[src/rtl/yc_token_driver_if.sv]
// Request/response handshake plus the ternary in/match/out lines between
// synchronous test logic and a ycfsm array edge.
interface yc_token_driver_if;
  logic       req_valid;
  logic       req_ready;
  logic       req_in;
  logic       req_match;
  logic [1:0] vin;
  logic [1:0] vmatch;
  logic [1:0] vout;
  logic       rsp_valid;
  logic       rsp_bit;
  logic       rsp_err;

  modport master (
    output req_valid, req_in, req_match, vout,
    input  req_ready, vin, vmatch, rsp_valid, rsp_bit, rsp_err
  );

  modport slave (
    input  req_valid, req_in, req_match, vout,
    output req_ready, vin, vmatch, rsp_valid, rsp_bit, rsp_err
  );
endinterface

[src/rtl/yc_token_driver.sv]
// Clocked four-phase return-to-empty driver for a ycfsm cell's in/match lines,
// with a synchronized sample of the cell's out line and a one-cycle response.
module yc_token_driver #(
  parameter int unsigned SYNC_STAGES = 2,
  parameter int unsigned SETTLE      = 2,
  parameter int unsigned TIMEOUT     = 255,
  parameter int unsigned TW          = 8
) (
  input logic              clk,
  input logic              reset,
  yc_token_driver_if.slave bus
);

  localparam logic [1:0] VEMPTY = 2'b00;
  localparam logic [1:0] V0     = 2'b01;
  localparam logic [1:0] V1     = 2'b10;
  localparam logic [1:0] VILL   = 2'b11;

  localparam logic [2:0] IDLE       = 3'd0;
  localparam logic [2:0] DRV_IN     = 3'd1;
  localparam logic [2:0] WAIT_OUT   = 3'd2;
  localparam logic [2:0] CLR_MATCH  = 3'd3;
  localparam logic [2:0] WAIT_EMPTY = 3'd4;
  localparam logic [2:0] ABORT      = 3'd5;

  localparam logic [TW-1:0] SETTLE_LAST = TW'(SETTLE - 1);
  localparam logic [TW-1:0] TIMEOUT_C   = TW'(TIMEOUT);

  logic [2:0]    state_q, state_d;
  logic [TW-1:0] cnt_q, cnt_d;
  logic [1:0]    vin_q, vin_d;
  logic [1:0]    vmatch_q, vmatch_d;
  logic          match_q, match_d;
  logic          res_q, res_d;
  logic          rsp_valid_q, rsp_valid_d;
  logic          rsp_bit_q, rsp_bit_d;
  logic          rsp_err_q, rsp_err_d;
  logic          armed_q;
  logic [1:0]    sync_q [SYNC_STAGES];
  logic [1:0]    vs;
  logic          transfer;
  logic          timed_out;

  function automatic logic [1:0] encode(input logic b);
    return b ? V1 : V0;
  endfunction

  assign vs            = sync_q[SYNC_STAGES-1];
  assign bus.req_ready = armed_q && (state_q == IDLE);
  assign transfer      = bus.req_valid && bus.req_ready;
  assign timed_out     = (cnt_q == TIMEOUT_C);
  assign bus.vin       = vin_q;
  assign bus.vmatch    = vmatch_q;
  assign bus.rsp_valid = rsp_valid_q;
  assign bus.rsp_bit   = rsp_bit_q;
  assign bus.rsp_err   = rsp_err_q;

  always_comb begin
    state_d     = state_q;
    cnt_d       = timed_out ? cnt_q : cnt_q + TW'(1);
    vin_d       = vin_q;
    vmatch_d    = vmatch_q;
    match_d     = match_q;
    res_d       = res_q;
    rsp_valid_d = 1'b0;
    rsp_bit_d   = 1'b0;
    rsp_err_d   = 1'b0;
    case (state_q)
      IDLE: if (transfer) begin
        match_d = bus.req_match;
        vin_d   = encode(bus.req_in);
        state_d = DRV_IN;
      end
      DRV_IN: if (cnt_q == SETTLE_LAST) begin
        vmatch_d = encode(match_q);
        state_d  = WAIT_OUT;
      end
      WAIT_OUT: begin
        if (vs == VILL) begin
          vin_d    = VEMPTY;
          vmatch_d = VEMPTY;
          state_d  = ABORT;
        end else if (vs != VEMPTY) begin
          res_d    = vs[1];
          vmatch_d = VEMPTY;
          state_d  = CLR_MATCH;
        end else if (timed_out) begin
          // vs is already empty here, so the abort's wait is satisfied at once:
          // clear both lines and respond on the same edge.
          vin_d       = VEMPTY;
          vmatch_d    = VEMPTY;
          rsp_valid_d = 1'b1;
          rsp_err_d   = 1'b1;
          state_d     = IDLE;
        end
      end
      CLR_MATCH: if (cnt_q == SETTLE_LAST) begin
        vin_d   = VEMPTY;
        state_d = WAIT_EMPTY;
      end
      WAIT_EMPTY: begin
        if (vs == VEMPTY) begin
          rsp_valid_d = 1'b1;
          rsp_bit_d   = res_q;
          state_d     = IDLE;
        end else if (timed_out) begin
          rsp_valid_d = 1'b1;
          rsp_err_d   = 1'b1;
          state_d     = IDLE;
        end
      end
      ABORT: if (vs == VEMPTY || timed_out) begin
        rsp_valid_d = 1'b1;
        rsp_err_d   = 1'b1;
        state_d     = IDLE;
      end
      default: begin
        vin_d    = VEMPTY;
        vmatch_d = VEMPTY;
        state_d  = IDLE;
      end
    endcase
    if (state_d != state_q) cnt_d = '0;
  end

  always_ff @(posedge clk or posedge reset) begin
    if (reset) begin
      state_q     <= IDLE;
      cnt_q       <= '0;
      vin_q       <= VEMPTY;
      vmatch_q    <= VEMPTY;
      match_q     <= 1'b0;
      res_q       <= 1'b0;
      rsp_valid_q <= 1'b0;
      rsp_bit_q   <= 1'b0;
      rsp_err_q   <= 1'b0;
      armed_q     <= 1'b0;
    end else begin
      state_q     <= state_d;
      cnt_q       <= cnt_d;
      vin_q       <= vin_d;
      vmatch_q    <= vmatch_d;
      match_q     <= match_d;
      res_q       <= res_d;
      rsp_valid_q <= rsp_valid_d;
      rsp_bit_q   <= rsp_bit_d;
      rsp_err_q   <= rsp_err_d;
      armed_q     <= 1'b1;
    end
  end

  always_ff @(posedge clk or posedge reset) begin
    if (reset) begin
      for (int unsigned i = 0; i < SYNC_STAGES; i++) sync_q[i] <= VEMPTY;
    end else begin
      sync_q[0] <= bus.vout;
      for (int unsigned i = 1; i < SYNC_STAGES; i++) sync_q[i] <= sync_q[i-1];
    end
  end

endmodule

[src/flat_wrapper.sv]
// flat-port wrapper written by rule: the top's interface ports become plain ports
module yc_token_driver_flat 
#(
  parameter int unsigned SYNC_STAGES = 2,
  parameter int unsigned SETTLE      = 2,
  parameter int unsigned TIMEOUT     = 255,
  parameter int unsigned TW          = 8
)
  (clk, reset, bus_req_valid, bus_req_in, bus_req_match, bus_vout, bus_req_ready, bus_vin, bus_vmatch, bus_rsp_valid, bus_rsp_bit, bus_rsp_err);
  yc_token_driver_if bus_i ();
  input logic clk;
  input logic reset;
  input wire logic [$bits(bus_i.req_valid)-1:0] bus_req_valid;
  input wire logic [$bits(bus_i.req_in)-1:0] bus_req_in;
  input wire logic [$bits(bus_i.req_match)-1:0] bus_req_match;
  input wire logic [$bits(bus_i.vout)-1:0] bus_vout;
  output wire logic [$bits(bus_i.req_ready)-1:0] bus_req_ready;
  output wire logic [$bits(bus_i.vin)-1:0] bus_vin;
  output wire logic [$bits(bus_i.vmatch)-1:0] bus_vmatch;
  output wire logic [$bits(bus_i.rsp_valid)-1:0] bus_rsp_valid;
  output wire logic [$bits(bus_i.rsp_bit)-1:0] bus_rsp_bit;
  output wire logic [$bits(bus_i.rsp_err)-1:0] bus_rsp_err;
  assign bus_i.req_valid = bus_req_valid;
  assign bus_i.req_in = bus_req_in;
  assign bus_i.req_match = bus_req_match;
  assign bus_i.vout = bus_vout;
  assign bus_req_ready = bus_i.req_ready;
  assign bus_vin = bus_i.vin;
  assign bus_vmatch = bus_i.vmatch;
  assign bus_rsp_valid = bus_i.rsp_valid;
  assign bus_rsp_bit = bus_i.rsp_bit;
  assign bus_rsp_err = bus_i.rsp_err;
  yc_token_driver #(.SYNC_STAGES(SYNC_STAGES), .SETTLE(SETTLE), .TIMEOUT(TIMEOUT), .TW(TW)) u_core (.clk(clk), .reset(reset), .bus(bus_i));
endmodule
[config.mk]
export PLATFORM = sky130hd
export DESIGN_NAME = yc_token_driver_flat
export DESIGN_NICKNAME = d
export VERILOG_FILES = /design/src/rtl/yc_token_driver_if.sv /design/src/rtl/yc_token_driver.sv /design/src/flat_wrapper.sv
export SDC_FILE = /design/constraint.sdc
export NUM_CORES = 1
export LEC_CHECK = 0
export CORE_MARGIN = 10
export CORE_UTILIZATION = 60
export DETAILED_ROUTE_END_ITERATION = 8
export PLACE_DENSITY = 0.84
export RECOVER_POWER = 25
export SLEW_MARGIN = 25
export SYNTH_ARGS = -nofsm -noshare
export SYNTH_HDL_FRONTEND = slang
export SYNTH_SLANG_ARGS = --single-unit
export TNS_END_PERCENT = 50
[constraint.sdc]
create_clock -name clk -period 3.3 [get_ports clk]
set_input_delay 0.99 -clock clk [delete_from_list [all_inputs] [get_ports clk]]
set_output_delay 0.99 -clock clk [all_outputs]
set_load 0.02 [all_outputs]
# After elaboration in Yosys (flattened, before gate mapping)
# Index checks and enable logic that the tools add are counted.
[totals]
regBits = 25
in_bits = 7
[op_classes]
addsub = 1
eq_ne = 16
muxes = 33
bitwise_logic = 3
n_reduce_logical = 12
[ops]
columns = ["op", "count"]
rows = [
  ["$mux W3", 8],
  ["$mux W2", 10],
  ["$pmux W3 S6", 1],
  ["$mux W8", 2],
  ["$add A8 B1 Y8 const B", 1],
  ["$eq A8 B1 Y1 const B", 1],
  ["$eq A8 B8 Y1 const B", 1],
  ["$mux W1", 8],
  ["$pmux W2 S4", 1],
  ["$eq A3 B2 Y1 const B", 2],
  ["$eq A3 B3 Y1 const B", 2],
  ["$ne A2 B1 Y1 const B", 3],
  ["$pmux W1 S3", 2],
  ["$pmux W2 S3", 1],
  ["$reduce_and A3 Y1", 2],
  ["$reduce_and A5 Y1", 1],
  ["$ne A4 B1 Y1 const B", 1],
  ["$reduce_or A4 Y1", 1],
  ["$eq A3 B1 Y1 const B", 1],
  ["$logic_not A3 Y1", 1],
  ["$ne A3 B1 Y1 const B", 1],
  ["$ne A3 B2 Y1 const B", 1],
  ["$ne A3 B3 Y1", 1],
  ["$not A1 Y1", 3],
  ["8 further kinds", 9],
]

# Longest topological paths before layout
[depth]
word_depth = 7
mapped_depth = 6
ltp_nobuf = 6

# Worst setup path before layout
# No wires, ideal clock.
[synth_path]
path_kind = "reg-to-output"
from = "register u_core.state_q[2]"
to = "output bus_req_ready"
arrival_ns = 1.046
setup_slack_ns = 1.264
stages_incl_launch_ff = 4
path_buffers = 1
cell_sequence = "dfrtp_1 -> buf_6 -> nor3_1 -> and2_1"
[synth_between]
elab_chain_len = 2
[synth_lines]
columns = ["element", "line_no", "rtl"]
rows = [
  ["start, declared", "yc_token_driver.sv:29", "logic [2:0] state_q, state_d;"],
  ["start signal, assigned", "yc_token_driver.sv:139", "state_q <= state_d;"],
  ["$logic_not A3 Y1", "yc_token_driver.sv:49", "assign bus.req_ready = armed_q && (state_q == IDLE);"],
  ["$logic_and A1 B1 Y1", "yc_token_driver.sv:49", ""],
  ["end, declared", "flat_wrapper.sv:17", "output wire logic [$bits(bus_i.req_ready)-1:0] bus_req_ready;"],
]
# Every way passes these cells.

# Final worst setup path
[layout_path]
from = "register u_core.state_q[1]"
to = "output bus_req_ready"
# The elaborated chain is that of the path after synthesis.

==> impl_metrics.tcl <==
set metrics [dict create \
    worst_ep_required_time_ns 2.31 \
    slew_headroom_pct 11.99 \
    vias 1106 \
    synth_ff_type "dfrtp_1" \
    setup_slack_ns 0.1495 \
    io_buffers 14 \
    p_switching_mw 0.4967 \
    hold_start "u_core.sync_q[2]" \
    wl_per_cell_um 17.86 \
    final_area_sq_um 1583 \
    startpoint "u_core.state_q[1]" \
    max_cap_violations 0 \
    dp_cells 171 \
    dp_worst_setup_slack_ns 0.5460 \
    final_cells 175 \
    start_util_pct 63.82 \
    ys_ff_latch 25 \
    ioPinCount 15 \
    cp_slowest_cell "clkdlybuf4s50_1" \
    die_area_sq_um 4757 \
    p_leak_nw 0.6257 \
    rsz0062_at_grt "no" \
    cts.sinks 25 \
    drive_gt1_share_pct 14.29 \
    crit_fanout 14 \
    reg2reg_from "u_core.cnt_q[0]" \
    antenna_found_initial 0 \
    path_clk_slew_ns 0.14 \
    drtIter0Drc 76 \
    fmax_ghz 0.3174 \
    setup_violations 0 \
    period_share_pct 95.47 \
    finalWirelength_mm 3.125 \
    synth.avg_cell_area_sq_um 10.74 \
    final_common_cell "dfrtp_1" \
    fin_crit_ns 3.150 \
    die_w_um 68.97 \
    seq_area_frac_synth_pct 43.48 \
    synth_edf_count 0 \
    cts_setup_buffers 0 \
    grt-ovfl-total 0 \
    async_flop_share_pct 100.0 \
    p_seq_share_pct 43.0 \
    power.total_mw 1.155 \
    cts.hold.buffers_added 0 \
    finClkSkew_ns 0.003995 \
    swShare_pct 43.02 \
    grt_pass1_vias 1117 \
    vdd_ir_drop_max_uv 536.5 \
    clkPwrFrac_pct 12.4 \
    cts.repair.resized 0 \
    holdCritPathClass "flip-flop to flip-flop" \
    path_cells "nor3_1 > and2_1 > clkdlybuf4s50_1" \
    mostFrequentLayoutCells "25 x dfrtp_1, 11 x nand2_1, 11 x clkdlybuf4s50_1, 9 x nor2_1" \
    synth_cells 134 \
    power.combinational.fraction_pct 44.6 \
    grt_max_degree 26 \
    outcome "finished, final reports clean" \
    core_area_sq_um 2255 \
    rows 17 \
    cpPeakStageDelay_ns 0.60 \
    netlist_area_sq_um 1439 \
    grt_pass1_wl_mm 5.195 \
    dp_hpwl_mm 2.357 \
    synth_nets 143 \
    die_y_um 68.97 \
    whs_ns 0.3757 \
    cts_tree "built" \
    fin_setup_tns_ns 0 \
    ctsHtreeMaxLevel 1 \
    place_area_sq_um 1559 \
    nets 157 \
    ant_nets 0 \
    drc 0 \
    p_int_mw 0.6581 \
    setup.worst_path.class "flip-flop to output port" \
    cp.arrival_ns 2.16 \
    gp_congestion 0.9571 \
    n_antenna_cell 0 \
    nFillCells 182 \
    clock-root-buffer "clkbuf_4" \
    grtUsageTotal_pct 14.44 \
    final_max_slew_viol_count 0 \
    clockBufferDepth 2 \
    worstSetupEndpointType "output port" \
    syn2layout_area_growth_pct 10.00 \
    dr.pass1.iters 4 \
    powerDensity_nw_per_um2 729.6 \
    start_kind "flip-flop" \
    numCtsBuffers 3 \
    ys_types 47 \
    ys_warn_count 0 \
    fin_util_pct 70.20 \
    final_hold_viol_count 0 \
    worst_slew_pin_slew_ns 1.320 \
    routed_via_density 6.320 \
    clk_latency_ns 0.33 \
]
-- kinds of logic (layout without fill, tap and decap cells) --
| kind of cell | Yosys count | after routing | share of synthesized area [%] |
|---|---|---|---|
| AOI/OAI and AO/OA | 28 | 28 | 18.61 |
| xor gates and xnor gates | 5 | 5 | 3.043 |
| adders and majority gates | 2 | 2 | 1.739 |
| buffers and inverters | 14 | 27 | 6.435 |
| DFF | 25 | 25 | 43.48 |
| muxes | 6 | 6 | 4.348 |
| other | 1 | 1 | 0.2606 |
| and+or+nand+nor | 53 | 53 | 22.09 |
-- power by group through the flow --
stage                     registers [mW]  clock network [mW]  logic [mW]
after floorplan                    0.464                   0       0.433
after global placement             0.491                   0       0.496
after detailed placement           0.501                   0       0.515
after CTS                          0.494               0.144       0.517
after global routing               0.513               0.155       0.566
final                              0.497               0.143       0.515
-- path summary, 6_finish.rpt --
check | slack (ns) | endpoint | cells after the start
min in group asynchronous | 1.52 | u_core.bus.vin[1] | 3
min | 0.38 | u_core.vs[0] | 0
max | 0.15 | bus_req_ready | 3
max reg2reg | 1.20 | u_core.bus.vin[0] | 5
min reg2reg | 0.38 | u_core.vs[0] | 0
max in group asynchronous | 1.01 | u_core.cnt_q[7] | 3
-- flip-flops by register name, summed over array words and instances, names as in the netlist --
register / flops
u_core.bus.rsp_err: 1
u_core.bus.vmatch: 2
u_core.cnt_q: 8
u_core.match_q: 1
u_core.bus.rsp_valid: 1
u_core.sync_q: 2
u_core.vs: 2
u_core.bus.rsp_bit: 1
u_core.bus.vin: 2
u_core.armed_q: 1
u_core.state_q: 3
u_core.res_q: 1
-- critical path, delay by kind of cell (launching register included) --
kind / cells / cell delay [ns]
AND/OR/NAND/NOR: 2 / 0.65
flip-flops: 1 / 0.58
buffers and inverters: 1 / 0.60
-- area by class of cell --
class | count | area, sq um | area share [%]
well taps | 28 | 35.03 | 2.213
multi-input cells | 95 | 720.7 | 45.53
inverters | 8 | 30.03 | 1.897
repair buffers | 15 | 143.9 | 9.091
clock inverters | 1 | 5.005 | 0.3162
clock buffers | 3 | 22.52 | 1.423
flip-flops and latches | 25 | 625.6 | 39.53
-- metal layers --
| layer | vias up | part of all wire (%) | track usage [%] |
|---|---|---|---|
| li1 | 522 | - | - |
| met1 | 535 | 43 | 17.90 |
| met2 | 40 | 49 | 22.49 |
| met3 | 9 | 5.5 | 3.704 |
| met4 | 0 | 2.8 | 7.635 |
| met5 | - | 0 | 0 |
-- Yosys cell counts (3+ instances only) --
cell        n  area share [%]
dfrtp_1    25              43
nand3_1     4             1.4
nor3_1      8             2.8
inv_1       8             2.1
o21ai_0     4             1.4
nor4_1      3             1.3
nand4_1     5             2.2
nand2_1    11             2.9
xnor2_1     4             2.4
buf_6       3             2.3
a2111oi_2   3             3.1
a21oi_1     5             1.7
mux2i_1     4             2.8
nor2_1      9             2.3
Note: power is estimated with default switching activity, not from simulation.
